<file path="src/rtl/mem_arbiter.sv">
// mem_arbiter: shares one single-port memory between IF fetch and MEM load/store.
// Define ARB_STATS_EN to add the saturating conflict_cnt output.
module mem_arbiter #(
   parameter int ADDR_W  = 8,
   parameter int DATA_W  = 16,
   parameter int MEM_LAT = 1
) (
   input  logic              clk,
   input  logic              reset,
   input  logic              if_req,
   input  logic [ADDR_W-1:0] if_addr,
   output logic              if_ack,
   output logic [DATA_W-1:0] if_rdata,
   input  logic              dm_req,
   input  logic              dm_we,
   input  logic [ADDR_W-1:0] dm_addr,
   input  logic [DATA_W-1:0] dm_wdata,
   output logic              dm_ack,
   output logic [DATA_W-1:0] dm_rdata,
   output logic              mem_en,
   output logic              mem_we,
   output logic [ADDR_W-1:0] mem_addr,
   output logic [DATA_W-1:0] mem_wdata,
   input  logic [DATA_W-1:0] mem_rdata,
   output logic              stall
`ifdef ARB_STATS_EN
   ,
   output logic [15:0]       conflict_cnt
`endif
);

   localparam int CNT_W = (MEM_LAT > 1) ? $clog2(MEM_LAT) : 1;
   localparam logic [CNT_W-1:0] CNT_INIT = CNT_W'(MEM_LAT - 1);

   typedef enum logic [1:0] {
      IDLE,
      ACCESS,
      DONE
   } state_t;

   state_t           state;
   logic [CNT_W-1:0] wait_cnt;
   logic             owner_dm;
   logic             last_dm;
   logic             pick_dm;
   logic             any_req;

   assign any_req = if_req | dm_req;
   // fetch gets its turn right after a data grant, so conflicts alternate
   assign pick_dm = dm_req & ~(last_dm & if_req);
   assign stall   = (if_req & ~if_ack) | (dm_req & ~dm_ack);

   always_ff @(posedge clk) begin
      if (!reset) begin
         state     <= IDLE;
         wait_cnt  <= '0;
         owner_dm  <= 1'b0;
         last_dm   <= 1'b0;
         mem_en    <= 1'b0;
         mem_we    <= 1'b0;
         mem_addr  <= '0;
         mem_wdata <= '0;
         if_ack    <= 1'b0;
         dm_ack    <= 1'b0;
         if_rdata  <= '0;
         dm_rdata  <= '0;
`ifdef ARB_STATS_EN
         conflict_cnt <= '0;
`endif
      end else begin
         if_ack <= 1'b0;
         dm_ack <= 1'b0;
         unique case (state)
            IDLE: begin
               if (any_req) begin
                  state    <= ACCESS;
                  owner_dm <= pick_dm;
                  last_dm  <= pick_dm;
                  wait_cnt <= CNT_INIT;
                  mem_en   <= 1'b1;
                  mem_we   <= pick_dm & dm_we;
                  mem_addr <= pick_dm ? dm_addr : if_addr;
                  if (pick_dm & dm_we)
                     mem_wdata <= dm_wdata;
`ifdef ARB_STATS_EN
                  if (if_req & dm_req & (conflict_cnt != 16'hFFFF))
                     conflict_cnt <= conflict_cnt + 16'd1;
`endif
               end
            end
            ACCESS: begin
               if (wait_cnt == '0) begin
                  state  <= DONE;
                  mem_en <= 1'b0;
                  mem_we <= 1'b0;
                  if (owner_dm) begin
                     dm_ack <= 1'b1;
                     if (!mem_we)
                        dm_rdata <= mem_rdata;
                  end else begin
                     if_ack   <= 1'b1;
                     if_rdata <= mem_rdata;
                  end
               end else begin
                  wait_cnt <= wait_cnt - 1'b1;
               end
            end
            DONE: state <= IDLE;
            default: state <= IDLE;
         endcase
      end
   end

endmodule

</file>
<file path="config.mk">
export PLATFORM = sky130hd
export DESIGN_NAME = mem_arbiter
export DESIGN_NICKNAME = d
export VERILOG_FILES = /design/src/rtl/mem_arbiter.sv
export SDC_FILE = /design/constraint.sdc
export NUM_CORES = 1
export LEC_CHECK = 0
export CAP_MARGIN = 20
export CORE_ASPECT_RATIO = 0.75
export CORE_MARGIN = 5
export CORE_UTILIZATION = 46
export CTS_BUF_LIST = sky130_fd_sc_hd__clkbuf_8
export DETAILED_ROUTE_END_ITERATION = 6
export PLACE_DENSITY = 0.92
export SETUP_SLACK_MARGIN = 0.5
export SYNTH_ARGS = -nofsm -noshare
export SYNTH_HDL_FRONTEND = slang
export SYNTH_SLANG_ARGS = --single-unit
</file>
<file path="constraint.sdc">
create_clock -name clk -period 3.5 [get_ports clk]
set_input_delay 1.05 -clock clk [delete_from_list [all_inputs] [get_ports clk]]
set_output_delay 1.05 -clock clk [all_outputs]
set_load 0.02 [all_outputs]
</file>
==> results of run 1 <==
-- critical path: stages --
cell	delay, ps
clkdlybuf4s50_1	480
inv_1	40
o22ai_1	150
buf_2	180
-- logic make-up after synthesis --
group	count (synthesis)	share of synthesized area, %
and+or+nand+nor	127	22.1
AOI/OAI and AO/OA	56	13.7
muxes	16	6.55
buffers and inverters	26	6.09
DFF	63	51.6
-- metrics by stage --
stage | setup slack [ps] | std cells | hold slack, ps | utilization (%)
global placement | 121 | 458 | 441 | 68.1
global route | 527 | 474 | 474 | 71.6
CTS | 547 | 474 | 456 | 71.6
floorplan | 1010 | 288 | 533 | -
finish | 546 | 474 | 456 | 71.6
detailed placement | 105 | 458 | 447 | 68.1
-- power groups by stage --
stage | sequential [mW] | combinational (mW) | clock [mW]
6_report | 0.786 | 0.324 | 0.607
5_1_grt | 0.792 | 0.347 | 0.654
4_1_cts | 0.786 | 0.326 | 0.616
3_5_place_dp | 0.802 | 0.325 | 0
3_3_place_gp | 0.799 | 0.318 | 0
2_1_floorplan | 0.845 | 0.121 | 0
-- cells in the final DEF, fill, tap and decap left out, types with 2 or more instances in the layout --
master,Yosys,final
a21oi_1,41,41
a311oi_1,9,9
and2_1,2,2
and3_1,2,2
buf_4,1,4
clkbuf_8,0,10
clkdlybuf4s50_1,0,112
dfxtp_1,63,63
inv_1,3,6
mux2i_1,16,16
nand2_1,113,113
nor2b_1,2,2
o21a_1,2,2
-- worst max-delay path by stage --
| stage | endpoint | startpoint | cells after the start |
|---|---|---|---|
| after floorplan | stall | if_req | 2 |
| after global placement | stall | if_req | 4 |
| after detailed placement | stall | if_req | 4 |
| after CTS | stall | if_req | 4 |
| after global routing | stall | if_req | 4 |
| final | stall | if_req | 4 |
-- layer usage --
layer	routed length (µm)	up-vias
li1	-	1164
met5	0	-
met1	3070	1092
met2	3420	80
met3	480	8
met4	74	0
-- state kept, by name (all words and copies together) (netlist names) --
name	count
dm_ack	1
dm_rdata	16
if_ack	1
if_rdata	16
last_dm	1
mem_addr	8
mem_en	1
mem_wdata	16
mem_we	1
state	2
-- final cells by class --
cell class / instances / area share, %
sequential: 63 / 33.6
timing repair buffer: 117 / 30.8
multi-input combinational: 199 / 27.6
clock buffer: 10 / 3.67
tap: 75 / 2.50
clock inverter: 6 / 1.43
inverter: 4 / 0.400
==> impl_metrics.tcl, run 1 <==
set metrics [dict create \
    ctsRootBufferMaster "clkbuf_8" \
    grt_max_degree 38 \
    grt_usage_pct 20.9 \
    synth_edf_count 0 \
    grt_overflow 0 \
    r2r-start "last_dm" \
    power_frac_clock_pct 35.4 \
    drv_cap 0 \
    final_antenna_net_count 0 \
    grt_busiest_layer "met2" \
    gp_congestion 0.794 \
    reg2reg_slack_ps 1750 \
    finalSetupViolCount 0 \
    power_mw 1.72 \
    min-delay-start "if_rdata[12]" \
    synthArstFlopShare_pct 0 \
    drc 0 \
    ys_top_cells_by_area "dfxtp_1 52%, nand2_1 17%, a21oi_1 8.4%" \
    met3_usage_pct 8.25 \
    seqPwrFrac_pct 45.8 \
    start_util_pct 46.7 \
    period_minus_slack_ps 2950 \
    firstDrtPassIters 4 \
    vias_per_cell 4.95 \
    final-hold-violation-count 0 \
    ys_top_cells_by_count "113 x nand2_1, 63 x dfxtp_1, 41 x a21oi_1" \
    worst_pin_slew_ps 1050 \
    placementRows 23 \
    cts_resized 4 \
    drv_slew 0 \
    cp.required_ps 2450 \
    final_net_count 447 \
    synth.distinct_cells 29 \
    combPwrFrac_pct 18.8 \
    p_leak_nw 1.37 \
    p_switching_mw 0.457 \
    slew_headroom_pct 29.4 \
    dp_hpwl_mm 5.12 \
    syn2layout_area_growth_pct 53.5 \
    vias 2344 \
    ys_ff_latch 63 \
    outcome "finished clean" \
    fmax_mhz 338 \
    swShare_pct 26.6 \
    core_um2 5240 \
    path_clk_slew_ps 60 \
    design_area_um2 3750 \
    whs_path_depth 2 \
    antenna_found_initial 0 \
    cts.sinks 63 \
    cts_setup_buffers 0 \
    wl_per_cell_um 14.8 \
    place_area_um2 3560 \
    die_area_um2 6880 \
    drtIter0Drc 104 \
    ys_seq_area_share_pct 51.6 \
    yosysMostFrequentCell "nand2_1" \
    die_w_um 94.2 \
    critPathKind "in -> out" \
    min_period_over_period_pct 84.4 \
    grt_pass1_vias 2266 \
    cts_hold_buffers 0 \
    insertion_delay_ps 340 \
    synth_area_um2 2440 \
    synth-main-ff-cell "dfxtp_1" \
    syn_area_per_cell_um2 8.48 \
    io_buffer_count 113 \
    layout-drive-gt1-share_pct 6.02 \
    grt_pass1_wl_mm 10.9 \
    finClkSkew_ps 8.76 \
    r2r_cells 3 \
    min_path_type "reg -> reg" \
    seqCellArea_um2 1260 \
    min_to "if_rdata[12]" \
    fill_cells 429 \
    cts_max_path_buffers 2 \
    syn_nets 341 \
    met2_usage_pct 34.4 \
    regToRegEndpoint "dm_rdata[5]" \
    worstPathMaxFanout 2 \
    rsz0062_at_grt "false" \
    power_density_nw_per_um2 458 \
    cts_buffers 9 \
    drt-total-wl_mm 7.04 \
    intPower_mw 1.26 \
    io_pins 114 \
    n_antenna_cell 0 \
    die_y_um 73.1 \
    synthCells 288 \
    ir_drop_mv 0.300 \
    start_kind "primary input" \
    htreeDepth 3 \
    synth_area_leader_cell "dfxtp_1" \
    critPathArrivalTime_ps 1900 \
    critical_path.endpoint_type "output pin" \
    ys_warn_count 0 \
    synth_top_area_share_pct 51.6 \
    cts_tree "yes" \
    grt_util_met1_pct 25.3 \
    multi_input_area_um2 1030 \
    fin_setup_tns_ps 0 \
]
(Power assumes the default switching activity.)
==> inputs of run 2 (changes only) <==
--- a/config.mk
+++ b/config.mk
@@ -8,10 +8,10 @@
 export CAP_MARGIN = 20
 export CORE_ASPECT_RATIO = 0.75
 export CORE_MARGIN = 5
-export CORE_UTILIZATION = 46
+export CORE_UTILIZATION = 42
 export CTS_BUF_LIST = sky130_fd_sc_hd__clkbuf_8
 export DETAILED_ROUTE_END_ITERATION = 6
-export PLACE_DENSITY = 0.92
+export PLACE_DENSITY = 0.86
 export SETUP_SLACK_MARGIN = 0.5
 export SYNTH_ARGS = -nofsm -noshare
 export SYNTH_HDL_FRONTEND = slang
==> constraint.sdc (replaced) <==
create_clock -name clk -period 2.9 [get_ports clk]
set_input_delay 0.87 -clock clk [delete_from_list [all_inputs] [get_ports clk]]
set_output_delay 0.87 -clock clk [all_outputs]
set_load 0.02 [all_outputs]
==> run 2 against run 1 <==
- critical path depth unchanged
- register-to-register slack worse by 580 ps
- first-iteration DRC count down 13%
- power up 25%
- clock power up 33%
- non-clock buffer count up 1
- global-route usage down 2.7 points
- final area up 0.87%
- sequential share of layout area down 0.29 points
- hold slack better by 1.9 ps
- combinational power up 20%
- sequential power up 21%
- critical endpoint unchanged
- largest power group unchanged
==> impl_metrics.tcl, run 2 (same netlist as run 1, synthesis figures left out) <==
set metrics [dict create \
    drc 0 \
    drv_slew 0 \
    wl_met1_mm 2.98 \
    final_antenna_net_count 0 \
    finClkSkew_ps 3.01 \
    final_net_count 448 \
    vias 2299 \
    path_clk_slew_ps 70 \
    routed.top_layer "met4" \
    finalSetupViolCount 0 \
    cts_max_path_buffers 2 \
    htreeDepth 3 \
    critPathKind "in -> out" \
    ctsRootBufferMaster "clkbuf_8" \
    reg2reg_slack_ps 1170 \
    p_leak_nw 1.38 \
    start_kind "primary input" \
    gp_congestion 0.721 \
    grt_max_degree 33 \
    rsz0062_at_grt "false" \
    cts.sinks 63 \
    vias_per_cell 4.81 \
    fmax_mhz 431 \
    cts_buffers 9 \
    power_density_nw_per_um2 566 \
    reg.largest.list "dm_rdata (16), if_rdata (16), mem_wdata (16)" \
    layout-drive-gt1-share_pct 6.75 \
    grt_pass1_vias 2311 \
    start_util_pct 42.6 \
    dp_slack_ps -167 \
    min_period_over_period_pct 80.0 \
    drtIter0Drc 91 \
    critical_path.endpoint_type "output pin" \
    outcome "finished clean" \
    routed-wl-met2_mm 3.28 \
    setup_ws_ps 579 \
    drt-total-wl_mm 6.80 \
    final-hold-violation-count 0 \
    grt_usage_pct 18.2 \
    n_antenna_cell 0 \
    worstPathMaxFanout 2 \
    die_area_um2 7460 \
    dp_hpwl_mm 4.95 \
    io_pins 114 \
    ir_drop_mv 0.312 \
    critPathArrivalTime_ps 1450 \
    final_common_cell "nand2_1" \
    grt_overflow 0 \
    firstDrtPassIters 4 \
    min_path_type "reg -> reg" \
    layout_common_cells "113 x nand2_1, 110 x clkdlybuf4s50_1, 63 x dfxtp_1, 41 x a21oi_1, 16 x mux2i_1" \
    wl_per_cell_um 14.2 \
    cts_tree "yes" \
    die_w_um 98.1 \
    antenna_found_initial 0 \
    slew_headroom_pct 34.6 \
    insertion_delay_ps 330 \
    dr_wl_met3_um 414 \
    cts_hold_buffers 0 \
    core_um2 5740 \
    die_y_um 76.1 \
    drv_cap 0 \
    period_minus_slack_ps 2320 \
    syn2layout_area_growth_pct 54.8 \
    cp.required_ps 2030 \
    placementRows 24 \
    fin_setup_tns_ps 0 \
    fill_cells 473 \
    io_buffer_count 113 \
    worst_pin_slew_ps 977 \
    grt_pass1_wl_mm 11.1 \
]
## run 2: metal layers
metal | GRT usage (%) | vias to the layer above
li1 | - | 1163
met1 | 21.4 | 1048
met2 | 29.6 | 78
met3 | 6.77 | 10
met4 | 7.88 | 0
met5 | 0 | -
## run 2: through the flow
| stage | instances | hold slack (ps) | total power [mW] | instance area (µm²) | util [%] |
|---|---|---|---|---|---|
| 6_report | 478 | 458 | 2.14 | 3780 | 66.0 |
| 5_1_grt | 478 | 471 | 2.25 | 3780 | 66.0 |
| 4_1_cts | 478 | 458 | 2.17 | 3780 | 66.0 |
| 3_5_place_dp | 462 | 447 | 1.36 | 3580 | 62.3 |
| 3_3_place_gp | 462 | 441 | 1.35 | 3580 | 62.3 |
| 2_1_floorplan | 288 | 533 | 1.17 | 2440 | - |
## run 2: final timing paths
path / startpoint / to / cells past startpoint
setup reg to reg: last_dm / dm_rdata[1] / 3
setup / recovery: if_req / stall / 4
hold reg to reg: if_rdata[5] / if_rdata[5] / 2
hold / removal: if_rdata[5] / if_rdata[5] / 2
## run 2: repair_timing
item                                    4_1_cts  5_1_grt
resized for setup                             7        0
setup buffers                                 0        0
endpoints found under the setup margin        1        0
## run 2: cell type report
type / instances / area [µm²] / share of cell area [%]
Sequential cell: 63 / 1260 / 33.3
Tap cell: 78 / 97.6 / 2.58
Inverter: 4 / 15.0 / 0.397
Timing Repair Buffer: 118 / 1160 / 30.8
Multi-Input combinational cell: 199 / 1030 / 27.3
Clock buffer: 9 / 124 / 3.27
Clock inverter: 7 / 88.8 / 2.35
## run 2: where the power goes
part           leakage (nW)  internal (mW)  total [mW]  switching [mW]
combinational         0.760          0.195       0.388           0.193
sequential            0.514          0.917       0.949          0.0323
clock                 0.106          0.477       0.805           0.327
## run 2: critical path: stages
cell	delay (ps)
dlygate4sd2_1	220
inv_1	50
o22ai_1	150
buf_4	170
==> inputs of run 3 (changes only) <==
==> constraint.sdc (replaced) <==
create_clock -name clk -period 2.2 [get_ports clk]
set_input_delay 0.66 -clock clk [delete_from_list [all_inputs] [get_ports clk]]
set_output_delay 0.66 -clock clk [all_outputs]
set_load 0.02 [all_outputs]
==> run 3 against run 2 <==
- clock skew rose by 2.0 ps
- via count rose by 0.70%
- global-route usage fell by 0.11 points
- wire length fell by 0.38%
- sequential power rose by 32%
- non-clock buffer count rose by 4
- worst setup slack got worse by 85 ps
- largest cell class unchanged
- critical endpoint unchanged
- die area did not move
- critical path type unchanged
==> impl_metrics.tcl, run 3 (same netlist as run 1, synthesis figures left out) <==
set metrics [dict create \
    cp.required_ps 1540 \
    place_area_um2 3610 \
    cp_common_cell "buf_6" \
    die_y_um 76.1 \
    drt-total-wl_mm 6.77 \
    reg.largest.list "dm_rdata (16), if_rdata (16), mem_wdata (16)" \
    antenna_found_initial 0 \
    firstDrtPassIters 4 \
    finalSetupViolCount 0 \
    slew_headroom_pct 58.4 \
    min_period_over_period_pct 77.6 \
    worst_pin_slew_ps 624 \
    place_inst 466 \
    grt_max_degree 31 \
    drtIter0Drc 96 \
    die_w_um 98.1 \
    ir_drop_mv 0.444 \
    critPathKind "in -> out" \
    power_density_nw_per_um2 717 \
    finClkSkew_ps 4.98 \
    cts_max_path_buffers 2 \
    design_area_um2 3740 \
    fmax_mhz 586 \
    final_antenna_net_count 0 \
    ctsRootBufferMaster "clkbuf_8" \
    layout_common_cells "113 x nand2_1, 63 x dfxtp_1, 49 x clkdlybuf4s50_1, 41 x a21oi_1, 30 x clkdlybuf4s15_1" \
    grt_overflow 0 \
    drv_cap 0 \
    io_buffer_count 113 \
    htreeDepth 3 \
    die_area_um2 7460 \
    final_common_cell "nand2_1" \
    holdWs_ps 449 \
    wl_per_cell_um 14.0 \
    r2r_cells 3 \
    dp_hpwl_mm 5.07 \
    final-hold-violation-count 0 \
    cts_setup_buffers 0 \
    cts_tree "yes" \
    path_clk_slew_ps 70 \
    core_um2 5740 \
    vias 2315 \
    cts_buffers 9 \
    vias_per_cell 4.80 \
    rsz0062_at_grt "true" \
    whs_path_depth 2 \
    slowest_delay_ps 140 \
    cts.sinks 63 \
    start_util_pct 42.6 \
    period_minus_slack_ps 1710 \
    worstPathMaxFanout 2 \
    start_kind "primary input" \
    drv_slew 0 \
    cpMaxStageDelayCell "o22ai_2" \
    grt_pass1_vias 2261 \
    drc 0 \
    io_pins 114 \
    grt_usage_pct 18.1 \
    n_antenna_cell 0 \
    cts_hold_buffers 0 \
    gp_congestion 0.767 \
    outcome "finished clean" \
    min_path_type "reg -> reg" \
    final_net_count 452 \
    crit_chain "buf_6, inv_2, o22ai_2, buf_6" \
    grt_pass1_wl_mm 10.9 \
    fin_cells 482 \
    critical_path.endpoint_type "output pin" \
    p_leak_nw 1.55 \
    syn2layout_area_growth_pct 53.2 \
    critPathArrivalTime_ps 1050 \
    utilization_pct 65.3 \
    insertion_delay_ps 320 \
    layout-drive-gt1-share_pct 10.9 \
    placementRows 24 \
]
[run 3: changes by cell type in the layout (fill, tap and decap cells not counted), moves of 2 or more]
cell / previous run / this run
clkdlybuf4s50_1: 110 / 49
clkdlybuf4s15_1: 0 / 30
dlygate4sd2_1: 2 / 21
clkbuf_2: 0 / 8
buf_4: 6 / 9
buf_6: 0 / 3
clkinvlp_4: 2 / 0
inv_2: 0 / 2
[run 3: worst paths after layout]
kind,from,to,slack (ps)
min,dm_rdata[7],dm_rdata[7],450
max,if_req,stall,490
max reg2reg,state[1],mem_wdata[3],640
min reg2reg,dm_rdata[7],dm_rdata[7],450
[run 3: metrics by stage]
step           worst slack (ps)  power, mW  setup TNS (ps)
3_5_place_dp               -464       1.80            -468
4_1_cts                     285       2.71               0
5_1_grt                     471       2.81               0
3_3_place_gp               -446       1.79            -446
2_1_floorplan               586       1.54               0
6_report                    494       2.69               0
[run 3: worst max-delay path, delay by kind of cell]
family,cells,cell delay (ps)
buffers and inverters,3,240
AO/OA/AOI/OAI,1,140
[run 3: timing repair]
item,in CTS,in global routing
resized for setup,75,52
hold endpoints to repair,0,0
setup endpoints to repair,86,46
pin swaps,1,1
[run 3: layout make-up]
| cell class | count | area [µm²] |
|---|---|---|
| inverter | 4 | 15.0 |
| sequential | 63 | 1260 |
| multi-input combinational | 199 | 1040 |
| clock inverter | 6 | 52.6 |
| timing repair buffer | 122 | 1140 |
| tap | 78 | 97.6 |
| fill | 492 | 1990 |
| clock buffer | 10 | 138 |
[run 3: report_power, final]
group	switching (mW)	leakage, nW	total [mW]	internal, mW
Clock	0.410	0.108	0.950	0.540
Sequential	0.0424	0.514	1.25	1.21
Combinational	0.258	0.927	0.484	0.226
Total	0.710	1.55	2.69	1.97
[run 3: per-layer routing]
layer / vias to the layer above / global-route usage [%] / routed length, µm
li1: 1172 / - / -
met1: 1044 / 20.2 / 2820
met2: 91 / 30.8 / 3320
met3: 8 / 7.14 / 529
met4: 0 / 7.19 / 99
met5: - / 0 / 0
